$ cat src/rtl/mdio_pkg.sv
`timescale 1ns/1ps
// ---------------------------------------------------------------------------
// mdio_pkg
// Shared Clause 22 MDIO definitions used by the PHY-side responder and the
// station-manager side: start/opcode codes, standard register addresses and
// the responder frame-parser state encoding.
// ---------------------------------------------------------------------------
package mdio_pkg;

    localparam logic [1:0]  MDIO_ST        = 2'b01;
    localparam logic [1:0]  MDIO_OP_READ   = 2'b10;
    localparam logic [1:0]  MDIO_OP_WRITE  = 2'b01;

    localparam logic [4:0]  MDIO_REG_BMCR   = 5'd0;
    localparam logic [4:0]  MDIO_REG_BMSR   = 5'd1;
    localparam logic [4:0]  MDIO_REG_PHYID1 = 5'd2;
    localparam logic [4:0]  MDIO_REG_PHYID2 = 5'd3;
    localparam logic [4:0]  MDIO_REG_ANAR   = 5'd4;

    // BMCR.15 is the self-clearing soft-reset bit.
    localparam logic [15:0] BMCR_RESET_BIT  = 16'h8000;

    typedef enum logic [2:0] {
        S_PREAMBLE = 3'd0,
        S_ST       = 3'd1,
        S_OP       = 3'd2,
        S_PHYAD    = 3'd3,
        S_REGAD    = 3'd4,
        S_TA       = 3'd5,
        S_WDATA    = 3'd6,
        S_RDATA    = 3'd7
    } mdio_state_e;

    function automatic logic mdio_op_valid(input logic [1:0] op);
        return (op == MDIO_OP_READ) || (op == MDIO_OP_WRITE);
    endfunction

endpackage

$ cat src/rtl/mdio_sync_edge.sv
`timescale 1ns/1ps
// ---------------------------------------------------------------------------
// mdio_sync_edge
// Two-flop synchronizer for an asynchronous MDIO-side signal plus a rising
// edge detector on the synchronized value. Flops reset to 1 so an idle-high
// line never produces a spurious edge when reset is released.
// Ports:
//   clk     in   system clock
//   rst_n   in   asynchronous active-low reset
//   i_async in   asynchronous input (MDC or MDIO pad)
//   o_sync  out  synchronized level
//   o_rise  out  one-clk pulse on a synchronized 0->1 transition
// ---------------------------------------------------------------------------
module mdio_sync_edge (
    input  logic clk,
    input  logic rst_n,
    input  logic i_async,
    output logic o_sync,
    output logic o_rise
);

    logic r_meta;
    logic r_sync;
    logic r_prev;

    always_ff @(posedge clk or negedge rst_n) begin
        if (!rst_n) begin
            r_meta <= 1'b1;
            r_sync <= 1'b1;
            r_prev <= 1'b1;
        end else begin
            r_meta <= i_async;
            r_sync <= r_meta;
            r_prev <= r_sync;
        end
    end

    assign o_sync = r_sync;
    assign o_rise = r_sync & ~r_prev;

endmodule

$ cat src/rtl/phy_mdio_responder.sv
`timescale 1ns/1ps
// ---------------------------------------------------------------------------
// phy_mdio_responder
// Clause 22 MDIO slave for a PHY. Oversamples MDC/MDIO with clk, parses
// preamble/ST/OP/PHYAD/REGAD/TA/DATA on each detected MDC rising edge,
// serves reads of registers 0-4 and commits writes to BMCR (0) and ANAR (4).
// Ports:
//   clk          in   system clock
//   rst_n        in   asynchronous active-low reset
//   phy_mdc      in   MDC from station manager (asynchronous)
//   mdio_i       in   MDIO pad input
//   mdio_o       out  MDIO drive value
//   mdio_oe      out  MDIO output enable (1 = drive)
//   cfg_bmcr     out  current register 0 contents
//   reg_wr_pulse out  one-clk strobe per committed write
//   reg_wr_addr  out  register address of the committed write
//   reg_wr_data  out  data of the committed write
// ---------------------------------------------------------------------------
module phy_mdio_responder
    import mdio_pkg::*;
#(
    parameter logic [4:0]  PHY_ADDR     = 5'h01,
    parameter int          PREAMBLE_LEN = 32,
    parameter logic [15:0] REG0_DEF     = 16'h1140,
    parameter logic [15:0] REG1_DEF     = 16'h7809,
    parameter logic [15:0] REG2_DEF     = 16'h0022,
    parameter logic [15:0] REG3_DEF     = 16'h1622,
    parameter logic [15:0] REG4_DEF     = 16'h01E1
) (
    input  logic        clk,
    input  logic        rst_n,
    input  logic        phy_mdc,
    input  logic        mdio_i,
    output logic        mdio_o,
    output logic        mdio_oe,
    output logic [15:0] cfg_bmcr,
    output logic        reg_wr_pulse,
    output logic [4:0]  reg_wr_addr,
    output logic [15:0] reg_wr_data
);

    localparam int               PRE_W    = $clog2(PREAMBLE_LEN + 1);
    localparam logic [PRE_W-1:0] PRE_FULL = PRE_W'(PREAMBLE_LEN);
    localparam logic [15:0]      REG0_RST = REG0_DEF & ~BMCR_RESET_BIT;

    logic        w_mdc_sync;
    logic        w_mdc_rise;
    logic        w_mdio_sync;
    logic        w_mdio_rise;
    logic        w_unused;

    mdio_sync_edge u_mdc_sync (
        .clk     (clk),
        .rst_n   (rst_n),
        .i_async (phy_mdc),
        .o_sync  (w_mdc_sync),
        .o_rise  (w_mdc_rise)
    );

    mdio_sync_edge u_mdio_sync (
        .clk     (clk),
        .rst_n   (rst_n),
        .i_async (mdio_i),
        .o_sync  (w_mdio_sync),
        .o_rise  (w_mdio_rise)
    );

    // Only the MDC edge and the MDIO level are needed.
    assign w_unused = &{1'b0, w_mdc_sync, w_mdio_rise};

    mdio_state_e      r_state,   w_state_nxt;
    logic [4:0]       r_bit_cnt, w_bit_cnt_nxt;
    logic [PRE_W-1:0] r_pre_cnt, w_pre_cnt_nxt;
    logic [15:0]      r_shift,   w_shift_nxt;
    logic             r_is_read, w_is_read_nxt;
    logic [4:0]       r_regad,   w_regad_nxt;
    logic [15:0]      r_rdata,   w_rdata_nxt;
    logic             r_mdio_oe, w_mdio_oe_nxt;
    logic             r_mdio_o,  w_mdio_o_nxt;
    logic [15:0]      r_reg0,    w_reg0_nxt;
    logic [15:0]      r_reg4,    w_reg4_nxt;
    logic             r_wr_pulse, w_wr_pulse_nxt;
    logic [4:0]       r_wr_addr,  w_wr_addr_nxt;
    logic [15:0]      r_wr_data,  w_wr_data_nxt;
    logic [15:0]      w_shift_in;

    assign w_shift_in = {r_shift[14:0], w_mdio_sync};

    always_ff @(posedge clk or negedge rst_n) begin
        if (!rst_n) begin
            r_state    <= S_PREAMBLE;
            r_bit_cnt  <= '0;
            r_pre_cnt  <= '0;
            r_shift    <= '0;
            r_is_read  <= 1'b0;
            r_regad    <= '0;
            r_rdata    <= '0;
            r_mdio_oe  <= 1'b0;
            r_mdio_o   <= 1'b0;
            r_reg0     <= REG0_RST;
            r_reg4     <= REG4_DEF;
            r_wr_pulse <= 1'b0;
            r_wr_addr  <= '0;
            r_wr_data  <= '0;
        end else begin
            r_state    <= w_state_nxt;
            r_bit_cnt  <= w_bit_cnt_nxt;
            r_pre_cnt  <= w_pre_cnt_nxt;
            r_shift    <= w_shift_nxt;
            r_is_read  <= w_is_read_nxt;
            r_regad    <= w_regad_nxt;
            r_rdata    <= w_rdata_nxt;
            r_mdio_oe  <= w_mdio_oe_nxt;
            r_mdio_o   <= w_mdio_o_nxt;
            r_reg0     <= w_reg0_nxt;
            r_reg4     <= w_reg4_nxt;
            r_wr_pulse <= w_wr_pulse_nxt;
            r_wr_addr  <= w_wr_addr_nxt;
            r_wr_data  <= w_wr_data_nxt;
        end
    end

    always_comb begin
        w_state_nxt    = r_state;
        w_bit_cnt_nxt  = r_bit_cnt;
        w_pre_cnt_nxt  = r_pre_cnt;
        w_shift_nxt    = r_shift;
        w_is_read_nxt  = r_is_read;
        w_regad_nxt    = r_regad;
        w_rdata_nxt    = r_rdata;
        w_mdio_oe_nxt  = r_mdio_oe;
        w_mdio_o_nxt   = r_mdio_o;
        w_reg0_nxt     = r_reg0;
        w_reg4_nxt     = r_reg4;
        w_wr_pulse_nxt = 1'b0;
        w_wr_addr_nxt  = r_wr_addr;
        w_wr_data_nxt  = r_wr_data;

        if (w_mdc_rise) begin
            w_shift_nxt = w_shift_in;
            case (r_state)
                S_PREAMBLE: begin
                    if (w_mdio_sync) begin
                        if (r_pre_cnt != PRE_FULL) begin
                            w_pre_cnt_nxt = r_pre_cnt + 1'b1;
                        end
                    end else if (r_pre_cnt == PRE_FULL) begin
                        // This 0 is the first ST bit.
                        w_state_nxt   = S_ST;
                        w_pre_cnt_nxt = '0;
                    end else begin
                        w_pre_cnt_nxt = '0;
                    end
                end

                S_ST: begin
                    w_bit_cnt_nxt = '0;
                    if ({1'b0, w_mdio_sync} == MDIO_ST) begin
                        w_state_nxt = S_OP;
                    end else begin
                        w_state_nxt = S_PREAMBLE;
                    end
                end

                S_OP: begin
                    if (r_bit_cnt == 5'd1) begin
                        w_bit_cnt_nxt = '0;
                        w_is_read_nxt = (w_shift_in[1:0] == MDIO_OP_READ);
                        if (mdio_op_valid(w_shift_in[1:0])) begin
                            w_state_nxt = S_PHYAD;
                        end else begin
                            w_state_nxt = S_PREAMBLE;
                        end
                    end else begin
                        w_bit_cnt_nxt = r_bit_cnt + 5'd1;
                    end
                end

                S_PHYAD: begin
                    if (r_bit_cnt == 5'd4) begin
                        w_bit_cnt_nxt = '0;
                        if (w_shift_in[4:0] == PHY_ADDR) begin
                            w_state_nxt = S_REGAD;
                        end else begin
                            w_state_nxt = S_PREAMBLE;
                        end
                    end else begin
                        w_bit_cnt_nxt = r_bit_cnt + 5'd1;
                    end
                end

                S_REGAD: begin
                    if (r_bit_cnt == 5'd4) begin
                        w_bit_cnt_nxt = '0;
                        w_regad_nxt   = w_shift_in[4:0];
                        w_state_nxt   = S_TA;
                        // Snapshot read data now so it is stable for the
                        // whole serialization.
                        case (w_shift_in[4:0])
                            MDIO_REG_BMCR:   w_rdata_nxt = r_reg0;
                            MDIO_REG_BMSR:   w_rdata_nxt = REG1_DEF;
                            MDIO_REG_PHYID1: w_rdata_nxt = REG2_DEF;
                            MDIO_REG_PHYID2: w_rdata_nxt = REG3_DEF;
                            MDIO_REG_ANAR:   w_rdata_nxt = r_reg4;
                            default:         w_rdata_nxt = 16'h0000;
                        endcase
                    end else begin
                        w_bit_cnt_nxt = r_bit_cnt + 5'd1;
                    end
                end

                S_TA: begin
                    if (r_bit_cnt == 5'd0) begin
                        w_bit_cnt_nxt = 5'd1;
                        if (r_is_read) begin
                            // Drive the second turnaround bit low.
                            w_mdio_oe_nxt = 1'b1;
                            w_mdio_o_nxt  = 1'b0;
                        end
                    end else begin
                        w_bit_cnt_nxt = '0;
                        if (r_is_read) begin
                            w_mdio_o_nxt = r_rdata[15];
                            w_rdata_nxt  = {r_rdata[14:0], 1'b0};
                            w_state_nxt  = S_RDATA;
                        end else begin
                            w_state_nxt  = S_WDATA;
                        end
                    end
                end

                S_RDATA: begin
                    // Edge k samples D(15-k); the bit after it is already
                    // at the top of the shifted read register.
                    if (r_bit_cnt == 5'd15) begin
                        w_bit_cnt_nxt = '0;
                        w_mdio_oe_nxt = 1'b0;
                        w_mdio_o_nxt  = 1'b0;
                        w_state_nxt   = S_PREAMBLE;
                    end else begin
                        w_bit_cnt_nxt = r_bit_cnt + 5'd1;
                        w_mdio_o_nxt  = r_rdata[15];
                        w_rdata_nxt   = {r_rdata[14:0], 1'b0};
                    end
                end

                S_WDATA: begin
                    if (r_bit_cnt == 5'd15) begin
                        w_bit_cnt_nxt  = '0;
                        w_state_nxt    = S_PREAMBLE;
                        w_wr_pulse_nxt = 1'b1;
                        w_wr_addr_nxt  = r_regad;
                        w_wr_data_nxt  = w_shift_in;
                        if (r_regad == MDIO_REG_BMCR) begin
                            if (w_shift_in[15]) begin
                                w_reg0_nxt = REG0_RST;
                                w_reg4_nxt = REG4_DEF;
                            end else begin
                                w_reg0_nxt = w_shift_in & ~BMCR_RESET_BIT;
                            end
                        end else if (r_regad == MDIO_REG_ANAR) begin
                            w_reg4_nxt = w_shift_in;
                        end
                    end else begin
                        w_bit_cnt_nxt = r_bit_cnt + 5'd1;
                    end
                end

                default: begin
                    w_state_nxt = S_PREAMBLE;
                end
            endcase
        end
    end

    assign mdio_o       = r_mdio_o;
    assign mdio_oe      = r_mdio_oe;
    assign cfg_bmcr     = r_reg0;
    assign reg_wr_pulse = r_wr_pulse;
    assign reg_wr_addr  = r_wr_addr;
    assign reg_wr_data  = r_wr_data;

endmodule

$ cat config.mk
export PLATFORM = sky130hd
export DESIGN_NAME = phy_mdio_responder
export DESIGN_NICKNAME = d
export VERILOG_FILES = /design/src/rtl/mdio_pkg.sv /design/src/rtl/mdio_sync_edge.sv /design/src/rtl/phy_mdio_responder.sv
export SDC_FILE = /design/constraint.sdc
export NUM_CORES = 1
export LEC_CHECK = 0
export CAP_MARGIN = 40
export CORE_MARGIN = 2
export CORE_UTILIZATION = 47
export DETAILED_ROUTE_END_ITERATION = 10
export HOLD_SLACK_MARGIN = 0.1
export PLACE_DENSITY = 0.66
export SLEW_MARGIN = 30
export SYNTH_ARGS = -nofsm -noshare
export SYNTH_HDL_FRONTEND = slang
export SYNTH_SLANG_ARGS = --single-unit
$ cat constraint.sdc
create_clock -name clk -period 2.2 [get_ports clk]
set_input_delay 0.33 -clock clk [delete_from_list [all_inputs] [get_ports clk]]
set_output_delay 0.33 -clock clk [all_outputs]
set_load 0.01 [all_outputs]
==> flow_metrics.env <==
export IMPL_status="finished clean"
export IMPL_clockBufferDepth=2
export IMPL_clkPwrFrac=0.300
export IMPL_rr_endpoint="r_rdata[0]"
export IMPL_fp_row_count=38
export IMPL_multiInputGateArea_mm2=0.00228
export IMPL_drive_above_1_share=0.224
export IMPL_switching_power_mw=1.25
export IMPL_dp_hpwl_um=7750
export IMPL_start_util=0.480
export IMPL_place_area_mm2=0.00590
export IMPL_routed_via_density=5.38
export IMPL_gp_congestion=0.803
export IMPL_syn_area_mm2=0.00521
export IMPL_core_area_mm2=0.0108
export IMPL_n_fill_cell=945
export IMPL_powerDensity_mw_per_mm2=659
export IMPL_fin_skew_ns=0.0125
export IMPL_critPathKind="reg2reg"
export IMPL_synth_async_sr_flop_share=1.00
export IMPL_diodes=0
export IMPL_fin_crit_sh=0.973
export IMPL_avgSynthCellArea_um2=10.3
export IMPL_p_leak_nw=2.80
export IMPL_routedWlPerCell_um=16.0
export IMPL_rrSetupSlack_ns=0.06
export IMPL_whs_ns=0.331
export IMPL_drv_slew=0
export IMPL_cts_buffers=9
export IMPL_layout_commonest_cell="dfrtp_1"
export IMPL_crit_path_end="r_rdata[0]"
export IMPL_maxCapViolCount=0
export IMPL_synth_seq_cells=111
export IMPL_cp_max_fo=3
export IMPL_synth_ff_type="dfrtp_1"
export IMPL_nets=576
export IMPL_synth_edf_count=0
export IMPL_route_vias_total=3798
export IMPL_vdd_drop_max_v=0.000387
export IMPL_clk_pin_slew_ns=0.12
export IMPL_die_x_um=109
export IMPL_clock_sinks=111
export IMPL_wirelength_um=11300
export IMPL_setup_viol=0
export IMPL_h_tree_depth=3
export IMPL_synth_largest_area_cell="dfrtp_1"
export IMPL_grt_ovfl_total=0
export IMPL_grt_pass1_wl_um=19300
export IMPL_areaGrowthSynthToFinish_pct=20.2
export IMPL_rsz0062_at_grt="true"
export IMPL_layout_common_cells="98 x dfrtp_1, 77 x nand2_1, 46 x mux2_2"
export IMPL_chipHeight_um=109
export IMPL_antenna_found_initial=0
export IMPL_synthDistinctLibCells=52
export IMPL_yosys_warnings=0
export IMPL_dr_pass1_iters=5
export IMPL_start_kind="flip-flop"
export IMPL_clock_latency_ns=0.40
export IMPL_cts_root_buffer="clkbuf_8"
export IMPL_crit_start="r_bit_cnt[1]"
export IMPL_grt_pass1_vias=3792
export IMPL_muxShareOfSynthArea=0.125
export IMPL_worst_r2r_path_depth=7
export IMPL_portBuffers=42
export IMPL_cts_tree="done"
export IMPL_hp_class="in2reg"
export IMPL_drt_iter0_drc=178
export IMPL_synthCells=504
export IMPL_io_pins=44
export IMPL_ys_top_cells_by_area="dfrtp_1 47%, mux2_2 9.9%, dfstp_2 6.6%"
export IMPL_yosys_area_share_simple=0.165
export IMPL_switching_share=0.304
export IMPL_crit_path_end_kind="flip-flop"
export IMPL_post_route_min_period_ns=2.14
export IMPL_ant_nets=0
export IMPL_yosysSeqAreaShare=0.537
export IMPL_p_seq_frac=0.579
export IMPL_register_area_mm2=0.00279
export IMPL_finalInstanceArea_mm2=0.00626
export IMPL_synth_top_family_by_area="simple AND/OR/NAND/NOR gates"
export IMPL_drc_errors=0
export IMPL_synth_compound_gate_area_share=0.109
export IMPL_dieArea_mm2=0.0119
export IMPL_finalHoldViolations=0
export IMPL_synth_top_area_share=0.471
export IMPL_synth_nets=519
export IMPL_pwr_share_comb=0.122
export IMPL_cp_data_required_time_ns=2.48
export IMPL_clock_fmax_mhz=467
export IMPL_p_int_mw=2.87
export IMPL_r2r_start="r_bit_cnt[1]"
export IMPL_synthAdderAreaFrac=0.0264
export IMPL_synth_xor_area_frac=0.00168
export IMPL_grt_use_total=0.210
export IMPL_grt_max_degree=51
export IMPL_cp_arrival_ns=2.43
-- logic make-up (layout without fill, tap and decap cells) --
logic type               count (synthesis)  in the layout
AND/OR/NAND/NOR                        181            181
flip-flops                             111            111
AO/OA/AOI/OAI                           98             98
multiplexers                            58             58
buffers and inverters                   43            105
adder cells (fa/ha/maj)                 11             11
other                                    1              1
XOR/XNOR                                 1              1
-- registers in the layout, summed over array words and instances, names as in the netlist --
register / cells
cfg_bmcr: 15
mdio_o: 1
mdio_oe: 1
r_bit_cnt: 5
r_is_read: 1
r_pre_cnt: 6
r_rdata: 16
r_reg4: 16
r_regad: 5
r_shift: 15
r_state: 3
reg_wr_addr: 5
reg_wr_data: 16
reg_wr_pulse: 1
u_mdc_sync.o_sync: 1
u_mdc_sync.r_meta: 1
u_mdc_sync.r_prev: 1
u_mdio_sync.o_sync: 1
u_mdio_sync.r_meta: 1
-- synthesized netlist by cell type (10+ instances only) --
master and number:
o21ai_0 33, inv_1 12, nand3b_1 11, nor3_1 11, buf_2 10, clkbuf_1 16, mux2_2 46, nor2_1 42
a21oi_1 37, nand2_1 77, dfstp_2 13, ha_1 11, dfrtp_1 98
-- area by class of cell --
type / instances / area share
clock buffers: 9 / 0.0198
flip-flops and latches: 111 / 0.447
multi-input cells: 350 / 0.364
clock inverters: 7 / 0.0116
inverters: 12 / 0.00720
repair buffers: 77 / 0.123
well taps: 140 / 0.0280
-- per-layer routing --
layer | vias up | wire, um | share of wire | GRT usage
met3 | 12 | 480 | 0.043 | 0.0311
met4 | 0 | 170 | 0.015 | 0.0814
li1 | 1870 | - | - | -
met2 | 81 | 5340 | 0.47 | 0.323
met1 | 1835 | 5300 | 0.47 | 0.301
met5 | - | 0 | 0 | 0
-- power groups by stage --
stage	clock network (mW)	logic [mW]	registers [mW]
after CTS	1.26	0.505	2.38
after detailed placement	0	0.502	2.42
final	1.23	0.502	2.38
after global placement	0	0.490	2.42
after floorplan	0	0.339	2.35
after global routing	1.35	0.560	2.41
-- metrics by stage --
| step | setup slack (ns) | TNS (ns) | total power, mW | std cells | util |
|---|---|---|---|---|---|
| 2_1_floorplan | 0.0371 | 0 | 2.69 | 504 | - |
| 3_3_place_gp | -0.0240 | -0.0583 | 2.91 | 684 | 0.545 |
| 3_5_place_dp | -0.0590 | -0.362 | 2.92 | 684 | 0.545 |
| 4_1_cts | 0.0245 | 0 | 4.15 | 701 | 0.565 |
| 5_1_grt | -0.00688 | -0.0132 | 4.32 | 706 | 0.577 |
| 6_report | 0.0593 | 0 | 4.12 | 706 | 0.577 |
-- worst min-delay path by stage --
stage / cells after the start / slack (ns) / start / endpoint
2_1_floorplan: 0 / 0.03 / rst_n / cfg_bmcr[0]
3_3_place_gp: 1 / 0.26 / rst_n / reg_wr_addr[0]
5_1_grt: 1 / 0.33 / phy_mdc / u_mdc_sync.r_meta
4_1_cts: 1 / 0.32 / phy_mdc / u_mdc_sync.r_meta
3_5_place_dp: 1 / 0.27 / rst_n / r_regad[3]
6_report: 1 / 0.33 / phy_mdc / u_mdc_sync.r_meta
-- worst max-delay path, cell delays in order, from the launching register on --
cell and delay [ns]:
dfrtp_1 0.42, inv_1 0.09, ha_2 0.17, or3b_4 0.39, or3_4 0.36, a21oi_4 0.17, buf_6 0.12, mux2_2 0.31
-- timing repair --
| item | CTS | global route |
|---|---|---|
| gates cloned | 0 | 2 |
| hold endpoints to repair | 21 | 0 |
| hold buffers | 1 | 0 |
| gates resized for setup | 5 | 16 |
| pin swaps | 0 | 4 |
| setup buffers | 0 | 3 |
| setup endpoints to repair | 42 | 75 |
Note: power is estimated with default switching activity, not from simulation.
